**config.mk**
```make
export PLATFORM = sky130hd
export DESIGN_NAME = fetch_stage
export DESIGN_NICKNAME = d
export VERILOG_FILES = /design/src/rtl/fetch_stage.sv
export SDC_FILE = /design/constraint.sdc
export NUM_CORES = 1
export LEC_CHECK = 0
export BUFFER_PORTS_ARGS = -buffer_cell sky130_fd_sc_hd__buf_2
export CORE_ASPECT_RATIO = 0.7
export CORE_UTILIZATION = 60
export CTS_BUF_LIST = sky130_fd_sc_hd__clkbuf_8
export DETAILED_ROUTE_END_ITERATION = 12
export PLACE_DENSITY = 0.85
export SETUP_SLACK_MARGIN = 0.15
export SYNTH_ARGS = -nofsm -noshare
export SYNTH_HDL_FRONTEND = slang
export SYNTH_SLANG_ARGS = --single-unit
export TNS_END_PERCENT = 30
```
**constraint.sdc**
```tcl
create_clock -name clk -period 5.65 [get_ports clk]
set_input_delay 0.565 -clock clk [delete_from_list [all_inputs] [get_ports clk]]
set_output_delay 0.565 -clock clk [all_outputs]
set_load 0.01 [all_outputs]
```
**src/rtl/fetch_stage.sv**
```systemverilog
// Instruction-fetch stage: PC, req/ack halfword fetch, prefetch FIFO and registered output to decode.
// Define FETCH_BYPASS_EN to let a response load the output register directly when the FIFO is empty.
module fetch_stage #(
    parameter int              AW         = 32,
    parameter logic [AW-1:0]   RESET_PC   = '0,
    parameter int              FIFO_DEPTH = 2,
    parameter logic [15:0]     NOP_INSN   = 16'hBF00
) (
    input  logic          clk,
    input  logic          rst,
    input  logic          i_stall,
    input  logic          i_flush,
    input  logic [AW-1:0] i_branch_target,
    input  logic          i_mem_busy,
    output logic          o_imem_req,
    output logic [AW-1:0] o_imem_addr,
    input  logic          i_imem_ack,
    input  logic [15:0]   i_imem_rdata,
    output logic [15:0]   o_ir,
    output logic [AW-1:0] o_pc,
    output logic          o_valid
);

    localparam int PW = $clog2(FIFO_DEPTH);
    localparam int CW = PW + 1;
    localparam logic [CW-1:0] DEPTH_C = CW'(FIFO_DEPTH);

    logic [AW-1:0] pc, pc_next, target, addr;
    logic          req, discard;
    logic [15:0]   fifo_ir [FIFO_DEPTH];
    logic [AW-1:0] fifo_pc [FIFO_DEPTH];
    logic [PW-1:0] wr_ptr, rd_ptr;
    logic [CW-1:0] count, count_next;
    logic          xfer, accept, bypass, push, pop, issue;

    assign target      = i_branch_target & ~AW'(1);
    assign xfer        = req && i_imem_ack;
    assign accept      = xfer && !discard && !i_flush;
`ifdef FETCH_BYPASS_EN
    assign bypass      = accept && !i_stall && (count == '0);
`else
    assign bypass      = 1'b0;
`endif
    assign push        = accept && !bypass;
    assign pop         = !i_flush && !i_stall && (count != '0);
    assign o_imem_req  = req;
    assign o_imem_addr = addr;

    // A new request is only considered once the current one has completed, so
    // reserving space against the post-edge count keeps the FIFO from overflowing.
    always_comb begin
        count_next = count;
        pc_next    = pc;
        if (i_flush) begin
            count_next = '0;
            pc_next    = target;
        end else begin
            count_next = count + CW'(push) - CW'(pop);
            if (xfer && !discard)
                pc_next = pc + AW'(2);
        end
        issue = (!req || xfer) && !i_mem_busy && (count_next < DEPTH_C);
    end

    always_ff @(posedge clk) begin
        if (rst) begin
            pc      <= RESET_PC;
            req     <= 1'b0;
            addr    <= RESET_PC;
            discard <= 1'b0;
            count   <= '0;
            wr_ptr  <= '0;
            rd_ptr  <= '0;
            o_ir    <= NOP_INSN;
            o_pc    <= RESET_PC;
            o_valid <= 1'b0;
        end else begin
            pc    <= pc_next;
            count <= count_next;

            if (issue) begin
                req  <= 1'b1;
                addr <= pc_next;
            end else if (xfer) begin
                req <= 1'b0;
            end

            // An un-acked request at flush time cannot be withdrawn; its data is dropped on ack.
            if (i_flush)
                discard <= req && !i_imem_ack;
            else if (xfer)
                discard <= 1'b0;

            if (i_flush) begin
                wr_ptr <= '0;
                rd_ptr <= '0;
            end else begin
                if (push)
                    wr_ptr <= wr_ptr + PW'(1);
                if (pop)
                    rd_ptr <= rd_ptr + PW'(1);
            end

            if (i_flush) begin
                o_ir    <= NOP_INSN;
                o_valid <= 1'b0;
            end else if (!i_stall) begin
                if (count != '0) begin
                    o_ir    <= fifo_ir[rd_ptr];
                    o_pc    <= fifo_pc[rd_ptr];
                    o_valid <= 1'b1;
                end else if (bypass) begin
                    o_ir    <= i_imem_rdata;
                    o_pc    <= addr;
                    o_valid <= 1'b1;
                end else begin
                    o_ir    <= NOP_INSN;
                    o_valid <= 1'b0;
                end
            end
        end
    end

    always_ff @(posedge clk) begin
        if (push) begin
            fifo_ir[wr_ptr] <= i_imem_rdata;
            fifo_pc[wr_ptr] <= addr;
        end
    end

endmodule

```
# Word level (Yosys, flattened, before mapping)
# Memory sizes are Yosys's and may differ from the RTL's. A register that Yosys moved wholly into a read port is not among the register bits.
# Index checks and enable logic that the tools add are counted.
# Widths: inputs -> output; s select.
# word_totals
input_bits,54
out_inout_bits,82
romBits,0
word_cells,51
latchBits,0
n_memories,2
register_bits,87
ramBits,96
# mem_list
memory,depth,width,rd,rd_clocked_by_memory_dff,write_ports,line_no,source
fifo_pc,2,32,1,1,1,31,logic [AW-1:0] fifo_pc [FIFO_DEPTH];
fifo_ir,2,16,1,1,1,30,logic [15:0] fifo_ir [FIFO_DEPTH];
# op_classes
n_addsub,5
reduce_logical,20
mul,0
muxes,12
n_div,0
order_cmp,1
bitwise,2
n_eq_ne,0
shift,0
# op_table
op,n
$mux 32,2
$add 32x2->32 const B,1
$mux 16,1
$logic_and 1x1->1,8
$mux 1,8
$logic_not 1->1,6
$reduce_bool 2->1,3
$reduce_and 3->1,1
$add 1x1->1 const B,2
$add 2x1->2,1
$lt 2x2->1 const B,1
$mux 2,1
$not 1->1,2
$reduce_or 2->1,1
$sub 2x1->2,1
$logic_or 1x1->1,1

# Depth between registers and ports, before layout
# Gate-level depths: netlist of run 1.
# depth
word_depth,9
depth_mapped,16
mapped_depth_nobuf,12

# Least setup slack after synthesis of run 1
# OpenSTA, ideal clock, no wires.
# synth_timing
path_kind,input to register
from,input i_flush
to,"memory fifo_ir[0][0], enable pin"
slack_ps,1787
path_buffers,3
setup_ps,454
required_ps,5196
arrival_time_ps,3409
cell_stages,5
path_cell_list,clkbuf_1 -> clkbuf_1 -> buf_1 -> nand2b_1 -> nor2_1
# synth_between
elab_chain_cells,4
# synth_lines
element,line_no,source
"start, declared",12,"input logic i_flush,"
$logic_not 1->1,38,assign accept = xfer && !discard && !i_flush;
$logic_and 1x1->1,38,
$mux 1,125,if (push) begin
$mux 1 (not written as such),126,fifo_ir[wr_ptr] <= i_imem_rdata;
"end, declared",30,
# No other way between the ends.

# Final worst setup path of run 1
# layout_timing
from,"register req, in the netlist o_imem_req"
to,"register addr[28], in the netlist o_imem_addr[28]"
# layout_between
elab_chain_cells,8
elab_cells_between_ends,13
classes_between,2 x add/sub; 1 x order compare; 3 x mux; 7 x reduce/logical
# layout_lines
element,line_no,source
"start, declared",29,"logic req, discard;"
"start signal, assigned",68,req <= 1'b0;
"start signal, assigned",82,req <= 1'b1;
"start signal, assigned",85,req <= 1'b0;
$logic_and 1x1->1,37,assign xfer = req && i_imem_ack;
$logic_and 1x1->1,"38, 59",
$logic_and 1x1->1,38,
$add 2x1->2,58,count_next = count + CW'(push) - CW'(pop);
$sub 2x1->2,58,
$mux 2,54,if (i_flush) begin
$lt 2x2->1,62,issue = (!req || xfer) && !i_mem_busy && (count_next < DEPTH_C);
$logic_and 1x1->1,62,
"end signal, assigned",83,addr <= pc_next;
"end, declared",28,"logic [AW-1:0] pc, pc_next, target, addr;"
# Parallel ways exist; a longest one is shown, timed or not.
# A chain may end at the register's enable or synchronous reset.

==> out/metrics.json, run 1 <==
{
  "run_status": {"value": "complete, no violations"},
  "ant_nets": {"value": 0},
  "ir_worst_vdd": {"value": 163.2, "unit": "uV"},
  "die_area": {"value": 14320, "unit": "um^2"},
  "synth_edf_count": {"value": 96},
  "cts_max_level": {"value": 1},
  "worst_r2r_endpoint": {"value": "o_imem_addr[28]"},
  "routedWlPerCell": {"value": 17.71, "unit": "um"},
  "fmax": {"value": 285.5, "unit": "MHz"},
  "wirelength_met1": {"value": 8128, "unit": "um"},
  "cp_cell_sequence": {"value": "and3b_1, nand2b_1, ha_1, inv_1, ha_1, xor2_1, xnor2_1, nor2_1, or3_1, or3_1, a31oi_1"},
  "layout-drive-gt1-share": {"value": 23.73, "unit": "%"},
  "syn-num-nets": {"value": 770},
  "final_critical_path_required_period": {"value": 3503, "unit": "ps"},
  "die_y": {"value": 100.4, "unit": "um"},
  "post_place_cells": {"value": 993},
  "core_area": {"value": 13310, "unit": "um^2"},
  "drv_cap": {"value": 0},
  "post_synth_inst_count": {"value": 713},
  "routed-wl-met3": {"value": 1515, "unit": "um"},
  "clk_pin_slew": {"value": 70, "unit": "ps"},
  "detailroute.wirelength.met2": {"value": 8463, "unit": "um"},
  "tritoncts": {"value": "built"},
  "highest_layer": {"value": "met4"},
  "buffer_ports.inserted": {"value": 134},
  "timing.final.ws_setup": {"value": 2147, "unit": "ps"},
  "arrival": {"value": 3990, "unit": "ps"},
  "setup_viol": {"value": 0},
  "grt_max_degree": {"value": 77},
  "place_ws": {"value": 1886, "unit": "ps"},
  "finalClockSkew": {"value": 25.21, "unit": "ps"},
  "postCtsResizedCells": {"value": 0},
  "grt_pass1_vias": {"value": 5798},
  "overflow": {"value": 0},
  "worstHoldStart": {"value": "i_imem_rdata[4]"},
  "drt_iter0_markers": {"value": 509},
  "finalNonFillerCells": {"value": 1049},
  "cts.path.max_buffers": {"value": 3},
  "via_count": {"value": 6047},
  "fin_tns_setup": {"value": 0, "unit": "ps"},
  "final_max_slew_viol_count": {"value": 0},
  "filler_cell_count": {"value": 877},
  "post-dp-hpwl": {"value": 12200, "unit": "um"},
  "portion_of_the_post_synthesis_area_used_by_sequential_elements": {"value": 63.67, "unit": "%"},
  "async_reset_ff_share": {"value": 0, "unit": "%"},
  "floorplan.rows": {"value": 35},
  "grt_pass1_wl": {"value": 29200, "unit": "um"},
  "power": {"value": 3111, "unit": "uW"},
  "setup.worst_path.class": {"value": "flip-flop to flip-flop"},
  "synth-warning-count": {"value": 0},
  "nets": {"value": 897},
  "p_leak": {"value": 0.003742, "unit": "uW"},
  "p_per_area": {"value": 319.6, "unit": "nW/um^2"},
  "final_common_cell": {"value": "sky130_fd_sc_hd__buf_2"},
  "worstPathMaxFanout": {"value": 25},
  "postSynth.topFlopCell": {"value": "sky130_fd_sc_hd__dfxtp_1"},
  "area_delta_synth_final": {"value": 17.24, "unit": "%"},
  "grtUsageTotal": {"value": 26.54, "unit": "%"},
  "critPathMaxStageDelay": {"value": 730, "unit": "ps"},
  "endpoint_type_of_the_worst_setup_path": {"value": "flip-flop"},
  "clock_buffers_created_by_tritoncts": {"value": 30},
  "max_slew.worst_pin.slew": {"value": 1150, "unit": "ps"},
  "initial_utilization": {"value": 62.35, "unit": "%"},
  "critical_path.slowest_cell": {"value": "sky130_fd_sc_hd__or3_1"},
  "fin_crit_sh": {"value": 62.00, "unit": "%"},
  "num_antenna_cells": {"value": 0},
  "final_cell_mix": {"value": "sky130_fd_sc_hd__buf_2 (134), sky130_fd_sc_hd__dfxtp_1 (119), sky130_fd_sc_hd__nor2_1 (99), sky130_fd_sc_hd__edfxtp_1 (96), sky130_fd_sc_hd__mux2i_1 (47)"},
  "insertion_delay": {"value": 570, "unit": "ps"},
  "holdPathEnd": {"value": "fifo_ir[0][4]"},
  "gp_routability_congestion": {"value": 0.8814},
  "hold_path.class": {"value": "input pin to flip-flop"},
  "postCtsHoldBufs": {"value": 0},
  "max-slew-margin-rel": {"value": 23.35, "unit": "%"},
  "r2r_slack": {"value": 2150, "unit": "ps"},
  "chipWidth": {"value": 142.6, "unit": "um"},
  "io_pins": {"value": 136},
  "synth_seq_cells": {"value": 216},
  "hold_path_depth": {"value": 1},
  "synthesis.area": {"value": 8300, "unit": "um^2"},
  "clk_root_buffer_cell": {"value": "sky130_fd_sc_hd__clkbuf_8"},
  "worst_path_required_time": {"value": 6140, "unit": "ps"},
  "drtPass1Iterations": {"value": 5},
  "yosysUniqueCellTypes": {"value": 50},
  "hold_vio_cnt_final": {"value": 0},
  "startpoint_type": {"value": "flip-flop"},
  "timing.reg2reg.worst_path_depth": {"value": 11},
  "antenna_found_initial": {"value": 0},
  "unrepaired_setup_endpoints_after_global_routing": {"value": "no"},
  "timing.rr.start": {"value": "o_imem_req"},
  "avgSynthCellArea": {"value": 11.64, "unit": "um^2"},
  "drc": {"value": 0},
  "drt_wl_total": {"value": 18570, "unit": "um"},
  "postCtsSetupBuffers": {"value": 0},
  "cts_sinks": {"value": 216},
  "via_per_inst": {"value": 5.765}
}
[cell usage after synthesis, types with 5 or more instances]
library cell,instances,area [um^2]
sky130_fd_sc_hd__and2_1,7,43.79
sky130_fd_sc_hd__nand2_1,39,146.4
sky130_fd_sc_hd__nor3_1,18,90.09
sky130_fd_sc_hd__nand3_1,14,70.07
sky130_fd_sc_hd__mux2i_1,47,470.5
sky130_fd_sc_hd__inv_1,11,41.29
sky130_fd_sc_hd__nor2_1,102,382.9
sky130_fd_sc_hd__mux2_2,7,78.83
sky130_fd_sc_hd__o22ai_1,10,62.56
sky130_fd_sc_hd__nor2b_1,9,56.30
sky130_fd_sc_hd__clkbuf_1,39,146.4
sky130_fd_sc_hd__nand2b_1,12,75.07
sky130_fd_sc_hd__dfxtp_1,120,2402
sky130_fd_sc_hd__o41ai_1,5,43.79
sky130_fd_sc_hd__o21a_1,5,37.54
sky130_fd_sc_hd__a211oi_1,36,270.3
sky130_fd_sc_hd__xnor2_1,16,140.1
sky130_fd_sc_hd__o2bb2ai_1,7,61.31
sky130_fd_sc_hd__o21ai_0,6,30.03
sky130_fd_sc_hd__xor2_1,11,96.34
sky130_fd_sc_hd__nor4_1,6,37.54
sky130_fd_sc_hd__a21oi_1,28,140.1
sky130_fd_sc_hd__edfxtp_1,96,2883
sky130_fd_sc_hd__buf_1,6,22.52
sky130_fd_sc_hd__nand4_1,5,31.28
[through the flow]
step | instance area (um^2) | utilization [%] | hold slack, ps
after CTS | 9732 | 73.10 | 164.4
after global routing | 9732 | 73.10 | 162.6
final | 9732 | 73.10 | 189.2
after detailed placement | 9104 | 68.38 | 452.2
after floorplan | 8300 | - | 428.9
after global placement | 9104 | 68.38 | 440.2
[routing by layer]
layer / up-vias / GRT usage, %
met1: 2903 / 36.40
met5: - / 0
met2: 267 / 42.80
met3: 40 / 4.866
li1: 2837 / -
met4: 0 / 9.181
[critical path, delay by kind of cell, from the launching register on]
family,cells,cell delay (ps)
and+or+nand+nor,5,1920
AOI/OAI and AO/OA,1,170
buffers and inverters,1,40
DFF,1,420
adders and majority gates,2,510
xor gates and xnor gates,2,370
[sequential cells by signal (all words and copies together) (netlist names), named ones only]
signal and flops:
fifo_pc 64, fifo_ir 32, o_imem_addr 32, o_pc 32, pc 32, o_ir 16, count 2, discard 1
o_imem_req 1, o_valid 1, rd_ptr 1, wr_ptr 1
[final cells by class]
type | count | area (um^2) | area share (%)
Sequential cell | 216 | 5286 | 54.32
Clock inverter | 18 | 105.1 | 1.080
Inverter | 13 | 48.80 | 0.5014
Clock buffer | 38 | 523.0 | 5.374
Tap cell | 185 | 231.5 | 2.379
Timing Repair Buffer | 141 | 723.2 | 7.431
Multi-Input combinational cell | 438 | 2814 | 28.91
[worst max path at each step]
stage,from,endpoint,slack [ps],cells after the start
detailed placement,i_stall,o_imem_addr[28],1890,13
global route,o_imem_req,o_imem_addr[28],1830,11
floorplan,i_flush,fifo_ir[0][0],1790,5
global placement,i_stall,o_imem_addr[28],1950,13
finish,o_imem_req,o_imem_addr[28],2150,11
CTS,o_imem_req,o_imem_addr[28],2210,11
[cell families after synthesis]
group,after synthesis,share of synthesized area (%)
AOI/OAI and AO/OA,116,9.677
xor gates and xnor gates,27,2.849
adders and majority gates,3,0.4523
buffers and inverters,59,2.759
DFF,216,63.67
muxes,54,6.617
and+or+nand+nor,238,13.97
[power by group]
group	switching, uW	internal [uW]
combinational	106	68.4
sequential	40.4	1670
clock	571	652
total	718	2390
Power figures use the tool's default switching activity.
==> run 2: changes to the inputs <==
CORE_UTILIZATION = 58   (was 60)
PLACE_DENSITY = 0.83   (was 0.85)
clock period = 3.3 ns   (was 5.65 ns; I/O delays follow)
==> run 2 against run 1 <==
Maximum frequency is 19% higher. Worst setup slack lost 1800 ps. Critical path depth stayed put. First-iteration DRC count is 7.5% lower. Clock skew fell by 15 ps. Clock power is 70% higher. Flip-flop and latch count is the same. Count of clock-buffer cells in the layout increased by 2. Critical endpoint is now o_imem_addr[6]. Sequential share of layout area shrank 0.51 points.
==> out/metrics.json, run 2 (synthesis results as in run 1) <==
{
  "unrepaired_setup_endpoints_after_global_routing": {"value": "no"},
  "ir_worst_vdd": {"value": 325.2, "unit": "uV", "change": "+99%"},
  "drt_iter0_markers": {"value": 471, "change": "-7.5%"},
  "grt_pass1_wl": {"value": 29440, "unit": "um", "change": "+0.80%"},
  "endpoint_type_of_the_worst_setup_path": {"value": "flip-flop"},
  "drt_wl_total": {"value": 19080, "unit": "um", "change": "+2.7%"},
  "grt_max_degree": {"value": 65, "change": "-16%"},
  "ant_nets": {"value": 0, "change": "unchanged"},
  "grt_pass1_vias": {"value": 5889, "change": "+1.6%"},
  "initial_utilization": {"value": 59.44, "unit": "%", "change": "-2.9 points"},
  "worstPathMaxFanout": {"value": 11, "change": "-56%"},
  "nets": {"value": 908, "change": "+1.2%"},
  "finalClockSkew": {"value": 10.33, "unit": "ps", "change": "-14.88 ps"},
  "buffer_ports.inserted": {"value": 134, "change": "unchanged"},
  "layout-drive-gt1-share": {"value": 24.09, "unit": "%", "change": "+0.36 points"},
  "run_status": {"value": "complete, no violations"},
  "gp_routability_congestion": {"value": 0.8956, "change": "+1.6%"},
  "overflow": {"value": 0, "change": "unchanged"},
  "postCtsSetupBuffers": {"value": 0, "change": "unchanged"},
  "finalNonFillerCells": {"value": 1067, "change": "+1.7%"},
  "final_core_utilization": {"value": 70.36, "unit": "%", "change": "-2.7 points"},
  "die_area": {"value": 14800, "unit": "um^2", "change": "+3.4%"},
  "final_critical_path_required_period": {"value": 2953, "unit": "ps", "change": "-550.1 ps"},
  "clk_pin_slew": {"value": 70, "unit": "ps", "change": "about the same"},
  "io_pins": {"value": 136, "change": "unchanged"},
  "chipWidth": {"value": 145.0, "unit": "um", "change": "+1.7%"},
  "floorplan.rows": {"value": 36, "change": "+2.9%"},
  "clk_root_buffer_cell": {"value": "sky130_fd_sc_hd__clkbuf_8"},
  "largest_reg_flops": {"value": 64, "change": "unchanged"},
  "max_slew.worst_pin.slew": {"value": 1092, "unit": "ps", "change": "-57.93 ps"},
  "antenna_found_initial": {"value": 1, "change": "+1"},
  "insertion_delay": {"value": 490, "unit": "ps", "change": "-80 ps"},
  "drc": {"value": 0, "change": "unchanged"},
  "hold_path.class": {"value": "input pin to flip-flop"},
  "cts_max_level": {"value": 2, "change": "+1"},
  "routedWlPerCell": {"value": 17.88, "unit": "um", "change": "+1.0%"},
  "ff_latch_area": {"value": 5286, "unit": "um^2", "change": "unchanged"},
  "clock_buffers_created_by_tritoncts": {"value": 34, "change": "+13%"},
  "worstHoldStart": {"value": "i_imem_rdata[13]"},
  "hold_slack": {"value": 29.68, "unit": "ps", "change": "-159.5 ps"},
  "cts.path.max_buffers": {"value": 3, "change": "unchanged"},
  "grtUsageTotal": {"value": 25.47, "unit": "%", "change": "-1.1 points"},
  "postCtsHoldBufs": {"value": 0, "change": "unchanged"},
  "filler_cell_count": {"value": 1008, "change": "+15%"},
  "hold_vio_cnt_final": {"value": 0, "change": "unchanged"},
  "largest_register": {"value": "fifo_pc"},
  "worst_path_required_time": {"value": 3700, "unit": "ps", "change": "-2440 ps"},
  "setup.worst_path.class": {"value": "flip-flop to flip-flop"},
  "die_y": {"value": 102.1, "unit": "um", "change": "+1.7%"},
  "startpoint_type": {"value": "flip-flop"},
  "final_common_cell": {"value": "sky130_fd_sc_hd__buf_2"},
  "cts_sinks": {"value": 216, "change": "unchanged"},
  "p_leak": {"value": 0.003786, "unit": "uW", "change": "+1.2%"},
  "p_per_area": {"value": 541.7, "unit": "nW/um^2", "change": "+69%"},
  "via_per_inst": {"value": 5.697, "change": "-1.2%"},
  "timing.rr.start": {"value": "o_imem_req"},
  "arrival": {"value": 3350, "unit": "ps", "change": "-640 ps"},
  "post_place_cells": {"value": 1005, "change": "+1.2%"},
  "area_delta_synth_final": {"value": 18.36, "unit": "%"},
  "post-dp-hpwl": {"value": 13000, "unit": "um", "change": "+6.5%"},
  "core_area": {"value": 13960, "unit": "um^2", "change": "+4.9%"},
  "via_count": {"value": 6079, "change": "+0.53%"},
  "timing.final.ws_setup": {"value": 347.4, "unit": "ps", "change": "-1800 ps"},
  "multi_input_comb_area": {"value": 2814, "unit": "um^2", "change": "unchanged"},
  "setup_viol": {"value": 0, "change": "unchanged"},
  "tritoncts": {"value": "built"},
  "final_cell_mix": {"value": "sky130_fd_sc_hd__buf_2 (134), sky130_fd_sc_hd__dfxtp_1 (119), sky130_fd_sc_hd__nor2_1 (99), sky130_fd_sc_hd__edfxtp_1 (96), sky130_fd_sc_hd__mux2i_1 (47)"},
  "fmax": {"value": 338.7, "unit": "MHz", "change": "+19%"},
  "postCtsResizedCells": {"value": 0, "change": "unchanged"},
  "place_ws": {"value": 241.0, "unit": "ps", "change": "-1645 ps"},
  "setup.worst_path.start": {"value": "o_imem_req"},
  "max-slew-margin-rel": {"value": 27.21, "unit": "%", "change": "+3.9 points"},
  "final_max_slew_viol_count": {"value": 0, "change": "unchanged"},
  "drv_cap": {"value": 0, "change": "unchanged"},
  "fin_crit_sh": {"value": 89.47, "unit": "%", "change": "+27 points"},
  "drtPass1Iterations": {"value": 7, "change": "+2"}
}
## run 2: cell types whose count changed in the layout (fill, tap and decap cells not counted)
cell	previous run	this run
sky130_fd_sc_hd__bufinv_16	1	0
sky130_fd_sc_hd__buf_12	0	2
sky130_fd_sc_hd__diode_2	0	1
sky130_fd_sc_hd__inv_1	24	25
sky130_fd_sc_hd__inv_6	1	0
sky130_fd_sc_hd__clkbuf_8	38	40
sky130_fd_sc_hd__buf_4	7	12
sky130_fd_sc_hd__clkinv_2	2	1
sky130_fd_sc_hd__clkinv_1	2	7
## run 2: per-stage QoR
step | area (um^2) | total power [uW] | setup TNS (ps)
after floorplan | 8300 | 3148 | -31440
after global placement | 9188 | 3272 | 0
after detailed placement | 9188 | 3293 | 0
after CTS | 9822 | 5341 | 0
after global routing | 9824 | 5501 | 0
final | 9824 | 5322 | 0
## run 2: layout make-up
class	instances	area share (%)
flip-flops and latches	216	53.81
clock buffers	40	5.604
inverters	13	0.4967
repair buffers	148	8.151
well taps	190	2.420
multi-input cells	438	28.64
clock inverters	21	0.8533
diodes	1	0.02547
## run 2: layer usage
layer	part of all wire [%]	GRT usage [%]
met4	1.8	9.984
met3	8.2	5.536
met2	47	41.53
met1	43	33.76
met5	0	0
## run 2: critical path, cell delays in order (launching register included)
cell	delay [ps]
sky130_fd_sc_hd__dfxtp_1	420
sky130_fd_sc_hd__and3b_1	210
sky130_fd_sc_hd__nand2b_1	170
sky130_fd_sc_hd__ha_1	330
sky130_fd_sc_hd__inv_1	40
sky130_fd_sc_hd__ha_1	180
sky130_fd_sc_hd__xor2_1	150
sky130_fd_sc_hd__xnor2_1	210
sky130_fd_sc_hd__nor2_1	110
sky130_fd_sc_hd__nor3_2	300
sky130_fd_sc_hd__nand2_1	420
sky130_fd_sc_hd__o22ai_1	310
## run 2: final timing paths
check	end	slack (ps)	cells past startpoint
setup / recovery	o_imem_addr[6]	350	11
hold / removal	fifo_ir[1][13]	30	1
setup reg to reg	o_imem_addr[6]	350	11
hold reg to reg	pc[0]	470	1
## run 2: power by group
part | internal (uW) | switching, uW
clock | 1100 | 975
combinational | 124 | 186
sequential | 2860 | 71.4
total | 4090 | 1230
==> run 3: changes to the inputs <==
CORE_UTILIZATION = 35   (was 58)
PLACE_DENSITY = 0.55   (was 0.83)
==> run 3 against run 2 <==
Maximum frequency up 0.38%. Via count down 4.5%. Flip-flop and latch count unchanged. Critical path depth unchanged. Clock skew up 0.90 ps. Sequential share of layout area down 2.5 points. Critical path type unchanged. Critical endpoint is now o_imem_addr[12]. Highest routed layer unchanged.
==> out/metrics.json, run 3 (synthesis results as in run 1) <==
{
  "hold_path.class": {"value": "input pin to flip-flop"},
  "final_common_cell": {"value": "sky130_fd_sc_hd__buf_2"},
  "fin_crit_sh": {"value": 89.13, "unit": "%", "change": "-0.34 points"},
  "final_critical_path_required_period": {"value": 2941, "unit": "ps", "change": "-11.21 ps"},
  "largest_reg_flops": {"value": 64, "change": "unchanged"},
  "timing.reg2reg.worst_path_depth": {"value": 11, "change": "unchanged"},
  "buffer_ports.inserted": {"value": 134, "change": "unchanged"},
  "arrival": {"value": 3340, "unit": "ps", "change": "about the same"},
  "met3_usage": {"value": 3.686, "unit": "%", "change": "-1.8 points"},
  "grt_max_degree": {"value": 65, "change": "unchanged"},
  "drc": {"value": 0, "change": "unchanged"},
  "place_ws": {"value": 365.2, "unit": "ps", "change": "+124.2 ps"},
  "power.combinational.fraction": {"value": 5.6, "unit": "%", "change": "-0.2 points"},
  "setup.worst_path.start": {"value": "o_imem_req"},
  "hold_vio_cnt_final": {"value": 0, "change": "unchanged"},
  "nets": {"value": 931, "change": "+2.5%"},
  "worst_r2r_endpoint": {"value": "o_imem_addr[12]"},
  "gp_routability_congestion": {"value": 0.8044, "change": "-10%"},
  "max_slew.worst_pin.slew": {"value": 963.3, "unit": "ps", "change": "-128.5 ps"},
  "power": {"value": 5819, "unit": "uW", "change": "+9.3%"},
  "p_leak": {"value": 0.003959, "unit": "uW", "change": "+4.5%"},
  "startpoint_type": {"value": "flip-flop"},
  "io_pins": {"value": 136, "change": "unchanged"},
  "largest_register": {"value": "fifo_pc"},
  "ant_nets": {"value": 0, "change": "unchanged"},
  "routedWlPerCell": {"value": 16.76, "unit": "um", "change": "-6.3%"},
  "max-slew-margin-rel": {"value": 35.69, "unit": "%", "change": "+8.5 points"},
  "drv_cap": {"value": 0, "change": "unchanged"},
  "setup.worst_path.class": {"value": "flip-flop to flip-flop"},
  "cts.path.max_buffers": {"value": 3, "change": "unchanged"},
  "layout-drive-gt1-share": {"value": 24.81, "unit": "%", "change": "+0.72 points"},
  "p_per_area": {"value": 564.4, "unit": "nW/um^2", "change": "+4.2%"},
  "run_status": {"value": "complete, no violations"},
  "initial_utilization": {"value": 36.14, "unit": "%", "change": "-23 points"},
  "antenna_found_initial": {"value": 2, "change": "+1"},
  "r2r_slack": {"value": 360, "unit": "ps", "change": "about the same"},
  "insertion_delay": {"value": 510, "unit": "ps", "change": "+20 ps"},
  "grt_pass1_vias": {"value": 5304, "change": "-9.9%"},
  "core_area": {"value": 22960, "unit": "um^2", "change": "+64%"},
  "power.sequential.fraction": {"value": 50.4, "unit": "%", "change": "-4.8 points"},
  "grt_pass1_wl": {"value": 31230, "unit": "um", "change": "+6.1%"},
  "chipWidth": {"value": 186.1, "unit": "um", "change": "+28%"},
  "grtUsageMet2": {"value": 23.66, "unit": "%", "change": "-18 points"},
  "finalClockSkew": {"value": 11.22, "unit": "ps", "change": "+0.8950 ps"},
  "worstPathMaxFanout": {"value": 16, "change": "+5"},
  "power_frac_clock": {"value": 44.0, "unit": "%", "change": "+5.0 points"},
  "final_core_utilization": {"value": 44.89, "unit": "%", "change": "-25 points"},
  "timing.final.ws_setup": {"value": 358.6, "unit": "ps", "change": "+11.21 ps"},
  "setup.worst_path.end": {"value": "o_imem_addr[12]"},
  "drt_wl_total": {"value": 20380, "unit": "um", "change": "+6.8%"},
  "worst_path_required_time": {"value": 3700, "unit": "ps", "change": "about the same"},
  "overflow": {"value": 0, "change": "unchanged"},
  "timing.rr.start": {"value": "o_imem_req"},
  "cts_sinks": {"value": 216, "change": "unchanged"},
  "power_report.internal_total": {"value": 4502, "unit": "uW", "change": "+10%"},
  "top_usage_layer": {"value": "met1"},
  "endpoint_type_of_the_worst_setup_path": {"value": "flip-flop"},
  "fmax": {"value": 340.0, "unit": "MHz", "change": "+0.38%"},
  "setup_viol": {"value": 0, "change": "unchanged"},
  "final_cell_mix": {"value": "sky130_fd_sc_hd__buf_2 (134), sky130_fd_sc_hd__dfxtp_1 (119), sky130_fd_sc_hd__nor2_1 (99), sky130_fd_sc_hd__edfxtp_1 (96), sky130_fd_sc_hd__mux2i_1 (47)"},
  "via_per_inst": {"value": 4.773, "change": "-16%"},
  "floorplan.rows": {"value": 46, "change": "+28%"},
  "switching_share": {"value": 22.64, "unit": "%", "change": "-0.53 points"},
  "via_count": {"value": 5804, "change": "-4.5%"},
  "power.switching": {"value": 1317, "unit": "uW", "change": "+6.8%"},
  "die_y": {"value": 130.8, "unit": "um", "change": "+28%"},
  "clk_root_buffer_cell": {"value": "sky130_fd_sc_hd__clkbuf_8"},
  "area_delta_synth_final": {"value": 24.21, "unit": "%"},
  "final_max_slew_viol_count": {"value": 0, "change": "unchanged"},
  "ir_worst_vdd": {"value": 196.9, "unit": "uV", "change": "-39%"},
  "post-dp-hpwl": {"value": 13460, "unit": "um", "change": "+3.6%"},
  "clock_buffers_created_by_tritoncts": {"value": 37, "change": "+8.8%"},
  "drtPass1Iterations": {"value": 4, "change": "-3"},
  "grt_util_met1": {"value": 25.63, "unit": "%", "change": "-8.1 points"},
  "clk_pin_slew": {"value": 60, "unit": "ps", "change": "about the same"},
  "tritoncts": {"value": "built"},
  "grtUsageTotal": {"value": 17.00, "unit": "%", "change": "-8.5 points"},
  "drt_iter0_markers": {"value": 302, "change": "-36%"},
  "unrepaired_setup_endpoints_after_global_routing": {"value": "yes"},
  "cts_max_level": {"value": 2, "change": "unchanged"},
  "die_area": {"value": 24350, "unit": "um^2", "change": "+64%"}
}
-- run 3: cell types whose count changed in the layout (fill, tap and decap cells not counted), sizes merged --
| cell | before | now |
|---|---|---|
| dlygate4sd3 | 0 | 16 |
| clkinv | 8 | 5 |
| clkbuf | 40 | 43 |
| buf | 148 | 152 |
| bufinv | 0 | 4 |
| inv | 25 | 28 |
-- run 3: cell type report --
type / count / area [um^2]
timing repair buffer: 168 / 965.9
tap: 312 / 390.4
sequential: 216 / 5286
clock buffer: 43 / 591.8
clock inverter: 25 / 203.9
multi-input combinational: 438 / 2820
inverter: 13 / 48.80
antenna: 1 / 2.502
fill: 2176 / 12650
-- run 3: timing repair --
item | 4_1_cts | 5_1_grt
endpoints found under the setup margin | 0 | 8
hold buffers | 16 | 0
gates resized for setup | 0 | 1
endpoints found under the hold margin | 32 | 0
setup buffers | 0 | 0
-- run 3: power by group through the flow --
stage,Combinational [uW],Sequential [uW],Clock [uW]
2_1_floorplan,168,2980,0
3_3_place_gp,309,2990,0
3_5_place_dp,311,2990,0
4_1_cts,328,2930,2650
5_1_grt,359,2940,2770
6_report,324,2930,2560
-- run 3: worst min-delay path by stage --
| stage | start | to | slack (ps) | cells after the start |
|---|---|---|---|---|
| 4_1_cts | i_branch_target[6] | pc[6] | 50 | 3 |
| 5_1_grt | i_branch_target[6] | pc[6] | 80 | 3 |
| 2_1_floorplan | i_imem_rdata[0] | fifo_ir[0][0] | 430 | 0 |
| 3_3_place_gp | o_valid | o_valid | 440 | 2 |
| 6_report | i_branch_target[6] | pc[6] | 90 | 3 |
| 3_5_place_dp | o_valid | o_valid | 450 | 2 |
-- run 3: through the flow --
step | TNS [ps] | instances | hold WS, ps | instance area [um^2]
2_1_floorplan | -31440 | 713 | 428.9 | 8300
3_3_place_gp | 0 | 1131 | 440.8 | 9349
3_5_place_dp | 0 | 1131 | 447.8 | 9349
4_1_cts | 0 | 1215 | 47.57 | 10300
5_1_grt | 0 | 1215 | 79.09 | 10310
6_report | 0 | 1216 | 88.36 | 10310
-- run 3: worst max-delay path, stage by stage (launching register included) --
cell                       delay, ps
sky130_fd_sc_hd__dfxtp_1         420
sky130_fd_sc_hd__and3b_1         240
sky130_fd_sc_hd__nand2b_1         90
sky130_fd_sc_hd__ha_1            270
sky130_fd_sc_hd__inv_1            40
sky130_fd_sc_hd__ha_1            180
sky130_fd_sc_hd__xor2_1          150
sky130_fd_sc_hd__xnor2_1         180
sky130_fd_sc_hd__nor2_1          100
sky130_fd_sc_hd__or3_1           510
sky130_fd_sc_hd__buf_4           280
sky130_fd_sc_hd__o41ai_1         360
-- run 3: layer usage --
metal	part of all wire, %	vias to the layer above	wire length, um
met2	40	131	8204
met1	52	2724	10650
met4	2.5	0	505
met3	5.0	38	1024
met5	0	-	0
li1	-	2911	-
